==> config.mk <==
export PLATFORM = sky130hd
export DESIGN_NAME = vga_output_stage
export DESIGN_NICKNAME = d
export VERILOG_FILES = /design/src/rtl/vga_pkg.sv /design/src/rtl/vga_delay_line.sv /design/src/rtl/vga_output_stage.sv
export SDC_FILE = /design/constraint.sdc
export NUM_CORES = 1
export LEC_CHECK = 0
export ABC_AREA = 0
export CAP_MARGIN = 0
export CORE_ASPECT_RATIO = 0.8
export CORE_MARGIN = 2
export CORE_UTILIZATION = 40
export DETAILED_ROUTE_END_ITERATION = 8
export GPL_ROUTABILITY_DRIVEN = 1
export PLACE_DENSITY = 0.74
export SLEW_MARGIN = 20
export SYNTH_ARGS = -nofsm -noshare
export SYNTH_HDL_FRONTEND = slang
export SYNTH_SLANG_ARGS = --single-unit
export TNS_END_PERCENT = 1
==> constraint.sdc <==
create_clock -name clk -period 1.65 [get_ports clk]
set_input_delay 0.2475 -clock clk [delete_from_list [all_inputs] [get_ports clk]]
set_output_delay 0.2475 -clock clk [all_outputs]
set_load 0.02 [all_outputs]
==> src/rtl/vga_pkg.sv <==
// Shared widths and test-pattern mode codes for the VGA output stage.
package vga_pkg;

  localparam int PIX_X_W = 9;
  localparam int PIX_Y_W = 10;
  localparam int RGB_W   = 3;

  localparam logic [1:0] MODE_ROM   = 2'd0;
  localparam logic [1:0] MODE_BARS  = 2'd1;
  localparam logic [1:0] MODE_CHECK = 2'd2;
  localparam logic [1:0] MODE_MBAR  = 2'd3;

endpackage

==> src/rtl/vga_delay_line.sv <==
// DEPTH-stage shift register with asynchronous reset to a per-bit reset value.
module vga_delay_line #(
  parameter int             W       = 1,
  parameter int             DEPTH   = 1,
  parameter logic [W-1:0]   RST_VAL = '0
) (
  input  logic         clk_i,
  input  logic         rst_i,
  input  logic [W-1:0] d_i,
  output logic [W-1:0] q_o
);

  logic [W-1:0] stage_q [DEPTH];

  always_ff @(posedge clk_i or posedge rst_i) begin
    if (rst_i) begin
      for (int i = 0; i < DEPTH; i++) stage_q[i] <= RST_VAL;
    end else begin
      stage_q[0] <= d_i;
      for (int i = 1; i < DEPTH; i++) stage_q[i] <= stage_q[i-1];
    end
  end

  assign q_o = stage_q[DEPTH-1];

endmodule

==> src/rtl/vga_output_stage.sv <==
// Final pixel stage: aligns syncs with ROM data, selects ROM or a test pattern,
// blanks outside the active area and counts frames.
module vga_output_stage
  import vga_pkg::*;
#(
  parameter int RD_LAT    = 1,
  parameter bit SYNC_IDLE = 1'b1,
  parameter int FCNT_W    = 8
) (
  input  logic               clk,
  input  logic               reset,
  input  logic               hsync_in,
  input  logic               vsync_in,
  input  logic               video_on_in,
  input  logic [PIX_X_W-1:0] pixel_x,
  input  logic [PIX_Y_W-1:0] pixel_y,
  input  logic [RGB_W-1:0]   rom_rgb,
  input  logic [1:0]         mode,
  output logic [RGB_W-1:0]   RGB,
  output logic               hsync,
  output logic               vsync,
  output logic [FCNT_W-1:0]  frame_cnt
);

  localparam int BUS_W = 3 + PIX_X_W + PIX_Y_W;
  localparam logic [BUS_W-1:0] BUS_RST =
    {SYNC_IDLE, SYNC_IDLE, 1'b0, {(PIX_X_W+PIX_Y_W){1'b0}}};

  logic               d_hsync, d_vsync, d_video_on;
  logic [PIX_X_W-1:0] dx;
  logic [PIX_Y_W-1:0] dy;

  // Sync, blank and coords travel together so they stay aligned with rom_rgb.
  vga_delay_line #(
    .W       (BUS_W),
    .DEPTH   (RD_LAT),
    .RST_VAL (BUS_RST)
  ) u_dly (
    .clk_i (clk),
    .rst_i (reset),
    .d_i   ({hsync_in, vsync_in, video_on_in, pixel_x, pixel_y}),
    .q_o   ({d_hsync, d_vsync, d_video_on, dx, dy})
  );

  logic              vs_prev_q;
  logic              frame_start;
  logic [FCNT_W-1:0] frame_cnt_q;
  logic [1:0]        mode_act_q;
  logic [RGB_W-1:0]  colour_d, rgb_d, rgb_q;
  logic              hsync_q, vsync_q;

  assign frame_start = (vs_prev_q == SYNC_IDLE) && (vsync_in != SYNC_IDLE);

  always_ff @(posedge clk or posedge reset) begin
    if (reset) begin
      vs_prev_q   <= SYNC_IDLE;
      frame_cnt_q <= '0;
      mode_act_q  <= MODE_ROM;
    end else begin
      vs_prev_q <= vsync_in;
      if (frame_start) begin
        frame_cnt_q <= frame_cnt_q + FCNT_W'(1);
        mode_act_q  <= mode;
      end
    end
  end

  always_comb begin
    colour_d = rom_rgb;
    case (mode_act_q)
      MODE_ROM:   colour_d = rom_rgb;
      MODE_BARS:  colour_d = dx[8:6];
      MODE_CHECK: colour_d = {RGB_W{dx[4] ^ dy[4]}};
      MODE_MBAR:  colour_d = (dx[8:3] == frame_cnt_q[5:0]) ? 3'b111 : 3'b001;
      default:    colour_d = rom_rgb;
    endcase
  end

  assign rgb_d = d_video_on ? colour_d : '0;

  always_ff @(posedge clk or posedge reset) begin
    if (reset) begin
      rgb_q   <= '0;
      hsync_q <= SYNC_IDLE;
      vsync_q <= SYNC_IDLE;
    end else begin
      rgb_q   <= rgb_d;
      hsync_q <= d_hsync;
      vsync_q <= d_vsync;
    end
  end

  // Low coord bits not consumed by any pattern.
  logic unused_coords;
  assign unused_coords = ^{dx[2:0], dy[PIX_Y_W-1:5], dy[3:0]};

  assign RGB       = rgb_q;
  assign hsync     = hsync_q;
  assign vsync     = vsync_q;
  assign frame_cnt = frame_cnt_q;

endmodule

**After elaboration in Yosys (flattened, before gate mapping)**

Index checks and enable logic that the tools add are counted.

- Register bits: 38
- Output and inout bits: 13
- Word-level logic and storage cells: 19

- $add $sub $neg: 1
- Eq/ne operators: 4
- Multiplexer cells: 3
- Bitwise logic cells: 2
- Reduce and logical (&&, ||, !) cells: 2

Operators by type and width:

| kind | count |
|---|---|
| 3-bit one-hot mux with 4 select lines | 1 |
| 8-bit by 1-bit adder with 8-bit output, second input constant | 1 |
| 6-bit equality test | 1 |
| 3-bit 2-to-1 mux | 2 |
| 2-bit equality test, second input constant | 2 |
| 2-bit by 1-bit equality test with 1-bit output, second input constant | 1 |
| 2-bit zero test | 1 |
| 1-bit logical AND | 1 |
| 1-bit NOT | 1 |
| 1-bit XOR | 1 |

**Logic depth before layout (Yosys ltp)**

- Word-level depth: 4
- Depth in mapped cells: 5
- Depth with buffers taken out: 4

**Modules after synthesis**

From an unflattened synthesis, not the netlist that was laid out.

- Cell total of the unflattened synthesis: 83
- Area total of the unflattened synthesis: 1,283.7 µm²

Modules (own cells, without submodules):

| module | instances | cells each | area each (µm²) | seq. area each (µm²) |
|---|---|---|---|---|
| vga_output_stage | 1 | 60 | 726.9 | 404.1 |
| vga_delay_line | 1 | 23 | 556.8 | 553.0 |

**Worst setup path after synthesis**

OpenSTA, ideal clock, no wires.

- Kind: register to register
- Start point: register, netlist name u_dly.q_o[20]
- End point: register frame_cnt_q[5] (netlist: frame_cnt[5])
- Library setup time: 0.132 ns
- Arrival: 1.220 ns
- Setup slack: 0.298 ns
- Cell stages (with the launch flop): 6
- Period minus slack after synthesis: 1.352 ns
- Cell sequence: dfstp_2 nor2b_1 buf_4 and4_4 nand3_1 xnor2_1

RTL lines:

| element | RTL line | RTL |
|---|---|---|
| to (signal assigned) | vga_output_stage.sv:62 | `frame_cnt_q <= frame_cnt_q + FCNT_W'(1);` |
| to (decl) | vga_output_stage.sv:47 | `logic [FCNT_W-1:0] frame_cnt_q;` |

**Worst setup path in the final report**

- Start point: register frame_cnt_q[7] (netlist: frame_cnt[7])
- End point: output port frame_cnt[7]

RTL lines:

| element | RTL line | RTL |
|---|---|---|
| to (decl) | vga_output_stage.sv:22 | `output logic [FCNT_W-1:0] frame_cnt` |

No word-level cell between the ends.

==> flow_metrics.py <==
metrics = {
    "worst_setup_path": {
        "worstPathRequired_ns": 1.40,
        "critPathTopFamily": "buffers and inverters",
        "startpoint_type": "flop",
        "path_class": "reg2out",
        "slowest_delay_ns": 0.61,
        "path_max_fanout": 2,
        "ff2ff_setup_slack_ns": 0.26,
        "rr_endpoint": "mode_act_q[0]",
        "critical_path.cell_chain": "clkdlybuf4s50_1",
        "cp.arrival_ns": 1.32,
        "crit_slowest_cell": "clkdlybuf4s50_1",
        "end_kind": "primary output",
        "critPathBufInv": 1,
        "reg2reg_from": "u_dly.q_o[20]",
        "reg2regPathDepth": 3,
    },
    "timing": {
        "period_minus_slack_ns": 1.57,
        "fin_skew_ns": 0.00857,
        "hold_violations": 0,
        "final-max-slew-violation-count": 0,
        "tightest_slew_ns": 0.298,
        "setup_violations": 0,
        "slew-limit-headroom_pct": 80.1,
        "rsz0062_at_grt": "false",
        "final.setup.tns_ns": 0,
        "fmaxAchievable_ghz": 0.637,
        "fin_ws_ns": 0.0813,
        "fin_crit_sh_pct": 95.1,
    },
    "power_and_ir_drop": {
        "leakage_nw": 0.596,
        "clkPwrFrac_pct": 16.6,
        "vdd_ir_drop_max_mv": 0.900,
        "p_per_area_nw_per_um2": 1220,
        "swShare_pct": 34.0,
        "seq_power_share_pct": 54.2,
        "comb_power_share_pct": 29.2,
        "p_int_w": 0.00105,
        "power.switching_w": 0.000538,
    },
    "finish": {
        "antenna_cells": 0,
        "final_layout_size_suffix_gt1_share_pct": 14.7,
        "fin_nets": 133,
        "fill_cells": 203,
        "area_growth_pct": 35.9,
        "fin_util_pct": 58.8,
    },
    "synth": {
        "synth_seq_cells": 25,
        "syn_avg_cell_area_um2": 13.9,
        "synth.cell_area_um2": 957,
        "syn_inst": 69,
        "yosysWarnings": 0,
        "yosysSeqAreaShare_pct": 65.9,
        "syn_nets": 99,
        "synth_cell_types": 24,
    },
    "global_route": {
        "grt_use_total_pct": 14.5,
        "grt_max_degree": 26,
        "grt_antenna_before_repair": 0,
        "grt_pass1_vias": 605,
        "grt-ovfl-total": 0,
        "grt_pass1_wl_mm": 2.79,
    },
    "die": {
        "placeableCoreArea_um2": 2210,
        "die_y_um": 47.8,
        "num_io_pins": 42,
        "dieArea_um2": 2800,
        "start_util_pct": 43.2,
        "rows": 15,
        "die_w_um": 58.7,
    },
    "run_status": {
        "violations": "DRC",
        "status": "finished with violations",
    },
    "route": {
        "wirelength_mm": 1.75,
        "dr.pass1.iters": 6,
        "ant_nets": 0,
        "drtIter0Drc": 6,
        "detail_route.vias_per_cell": 4.97,
        "wire_per_inst_um": 13.8,
        "vias": 631,
        "drc": 2,
    },
    "clock_network": {
        "cts_max_level": 1,
        "cts_hold_buf": 0,
        "clk_pin_slew_worst_paths_ns": 0.13,
        "cts_setup_buffers": 0,
        "cts_max_path_buffers": 2,
        "cts_inserted_buffers": 3,
        "clock-sinks": 25,
        "clkLatencyLatePin_ns": 0.31,
        "cts_tree": "yes",
        "cts_root_buffer": "clkbuf_4",
    },
    "run": {
        "drv_cap": 0,
    },
    "hold_path": {
        "worstHoldPathType": "in2async",
    },
    "place": {
        "pre_cts_slack_ns": 0.0978,
        "gp_congestion": 0.741,
        "port_buffers": 29,
    },
}
## per-layer routing
layer | part of all wire (%) | vias up | wire length [um] | GRT usage, %
met4 | 0.69 | 0 | 12 | 4.09
met2 | 50 | 23 | 873 | 24.5
li1 | - | 299 | - | -
met1 | 43 | 307 | 761 | 17.9
met5 | 0 | - | 0 | 0
met3 | 5.8 | 2 | 102 | 5.68
## logic make-up after synthesis
group / share of synthesized area [%]
compound gates: 5.88
simple gates: 8.89
buf+inv: 1.70
flops: 65.9
xor+xnor: 12.8
mux: 3.53
fa+ha+maj: 1.31
## cell usage in the layout (no fill, tap or decap)
| cell type | count |
|---|---|
| dfrtp_1 | 21 |
| clkdlybuf4s50_1 | 20 |
| xnor2_1 | 8 |
| dlygate4sd2_1 | 8 |
| xor2_1 | 6 |
| dfstp_2 | 4 |
| mux2_2 | 3 |
| nand2_1 | 3 |
| clkbuf_4 | 3 |
| nand4_1 | 2 |
| nand2b_1 | 2 |
| o31ai_1 | 2 |
| a31oi_1 | 2 |
| nor2_1 | 2 |
| nand3_1 | 2 |
| buf_4 | 2 |
| nor2b_1 | 1 |
| nor4_1 | 1 |
| a21o_1 | 1 |
| a211o_1 | 1 |
| o21ai_0 | 1 |
| a21boi_0 | 1 |
| inv_1 | 1 |
| and4_4 | 1 |
| and3_2 | 1 |
| ha_1 | 1 |
| clkinv_2 | 1 |
| dlymetal6s2s_1 | 1 |
## worst reg2reg max path, delay by kind of cell, from the launching register on
kind | cells | cell delay [ns]
buf+inv | 1 | 0.19
flops | 1 | 0.55
mux | 1 | 0.33
simple gates | 1 | 0.23
## power by group through the flow
stage | combinational (W) | sequential (W) | clock, W
final | 0.000463 | 0.000858 | 0.000263
after global placement | 0.000502 | 0.000868 | 0
after floorplan | 0.000191 | 0.000934 | 0
after CTS | 0.000470 | 0.000859 | 0.000277
after global routing | 0.000497 | 0.000880 | 0.000305
after detailed placement | 0.000517 | 0.000872 | 0
## how the worst max path moves through the flow
| stage | slack, ns | endpoint | from | cells past startpoint |
|---|---|---|---|---|
| 6_report | 0.08 | frame_cnt[7] | frame_cnt[7] | 1 |
| 5_1_grt | 0.02 | frame_cnt[7] | frame_cnt[7] | 1 |
| 4_1_cts | 0.06 | frame_cnt[6] | frame_cnt[6] | 1 |
| 3_5_place_dp | 0.1 | mode_act_q[0] | vsync_in | 4 |
| 3_3_place_gp | 0.14 | frame_cnt[1] | vsync_in | 4 |
| 2_1_floorplan | 0.30 | frame_cnt[5] | u_dly.q_o[20] | 5 |
## final cells by class
class	count	area, um2	share of cell area (%)
multi-input combinational	41	310	23.8
inverter	1	3.75	0.288
tap	25	31.3	2.40
clock buffer	3	22.5	1.73
sequential	25	631	48.5
timing repair buffer	31	298	22.9
clock inverter	1	5.00	0.385
## cells in the mapped netlist
| cell | count | area [um2] |
|---|---|---|
| nor4_1 | 1 | 6.26 |
| ha_1 | 1 | 12.5 |
| nand2b_1 | 2 | 12.5 |
| mux2_2 | 3 | 33.8 |
| o31ai_1 | 2 | 15.0 |
| xor2_1 | 6 | 52.6 |
| nor2_1 | 2 | 7.51 |
| nand4_1 | 2 | 12.5 |
| xnor2_1 | 8 | 70.1 |
| a21boi_0 | 1 | 7.51 |
| a211o_1 | 1 | 8.76 |
| nand2_1 | 3 | 11.3 |
| dfrtp_1 | 21 | 526 |
| and4_4 | 1 | 11.3 |
| inv_1 | 1 | 3.75 |
| o21ai_0 | 1 | 5.00 |
| clkbuf_2 | 1 | 5.00 |
| a21o_1 | 1 | 7.51 |
| nor2b_1 | 1 | 6.26 |
| a31oi_1 | 2 | 12.5 |
| dfstp_2 | 4 | 105 |
| nand3_1 | 2 | 10.0 |
| buf_4 | 1 | 7.51 |
| and3_2 | 1 | 7.51 |
## flip-flops by register name, summed over array words and instances, names as in the netlist
| name | cells |
|---|---|
| vsync | 1 |
| u_dly.q_o | 10 |
| RGB | 3 |
| frame_cnt | 8 |
| mode_act_q | 2 |
| hsync | 1 |
## per-stage QoR
step | cells | hold slack (ns) | instance area [um2] | total power [W]
final | 127 | 0.260 | 1300 | 0.00158
after CTS | 127 | 0.268 | 1300 | 0.00161
after global placement | 123 | 0.345 | 1280 | 0.00137
after floorplan | 69 | 0.252 | 957 | 0.00113
after global routing | 127 | 0.280 | 1300 | 0.00168
after detailed placement | 123 | 0.348 | 1280 | 0.00139
## timing repair
item / CTS / global route
gates cloned: 0 / 0
setup endpoints to repair: 8 / 1
gates resized for setup: 8 / 1
Note: power is estimated with default switching activity, not from simulation.
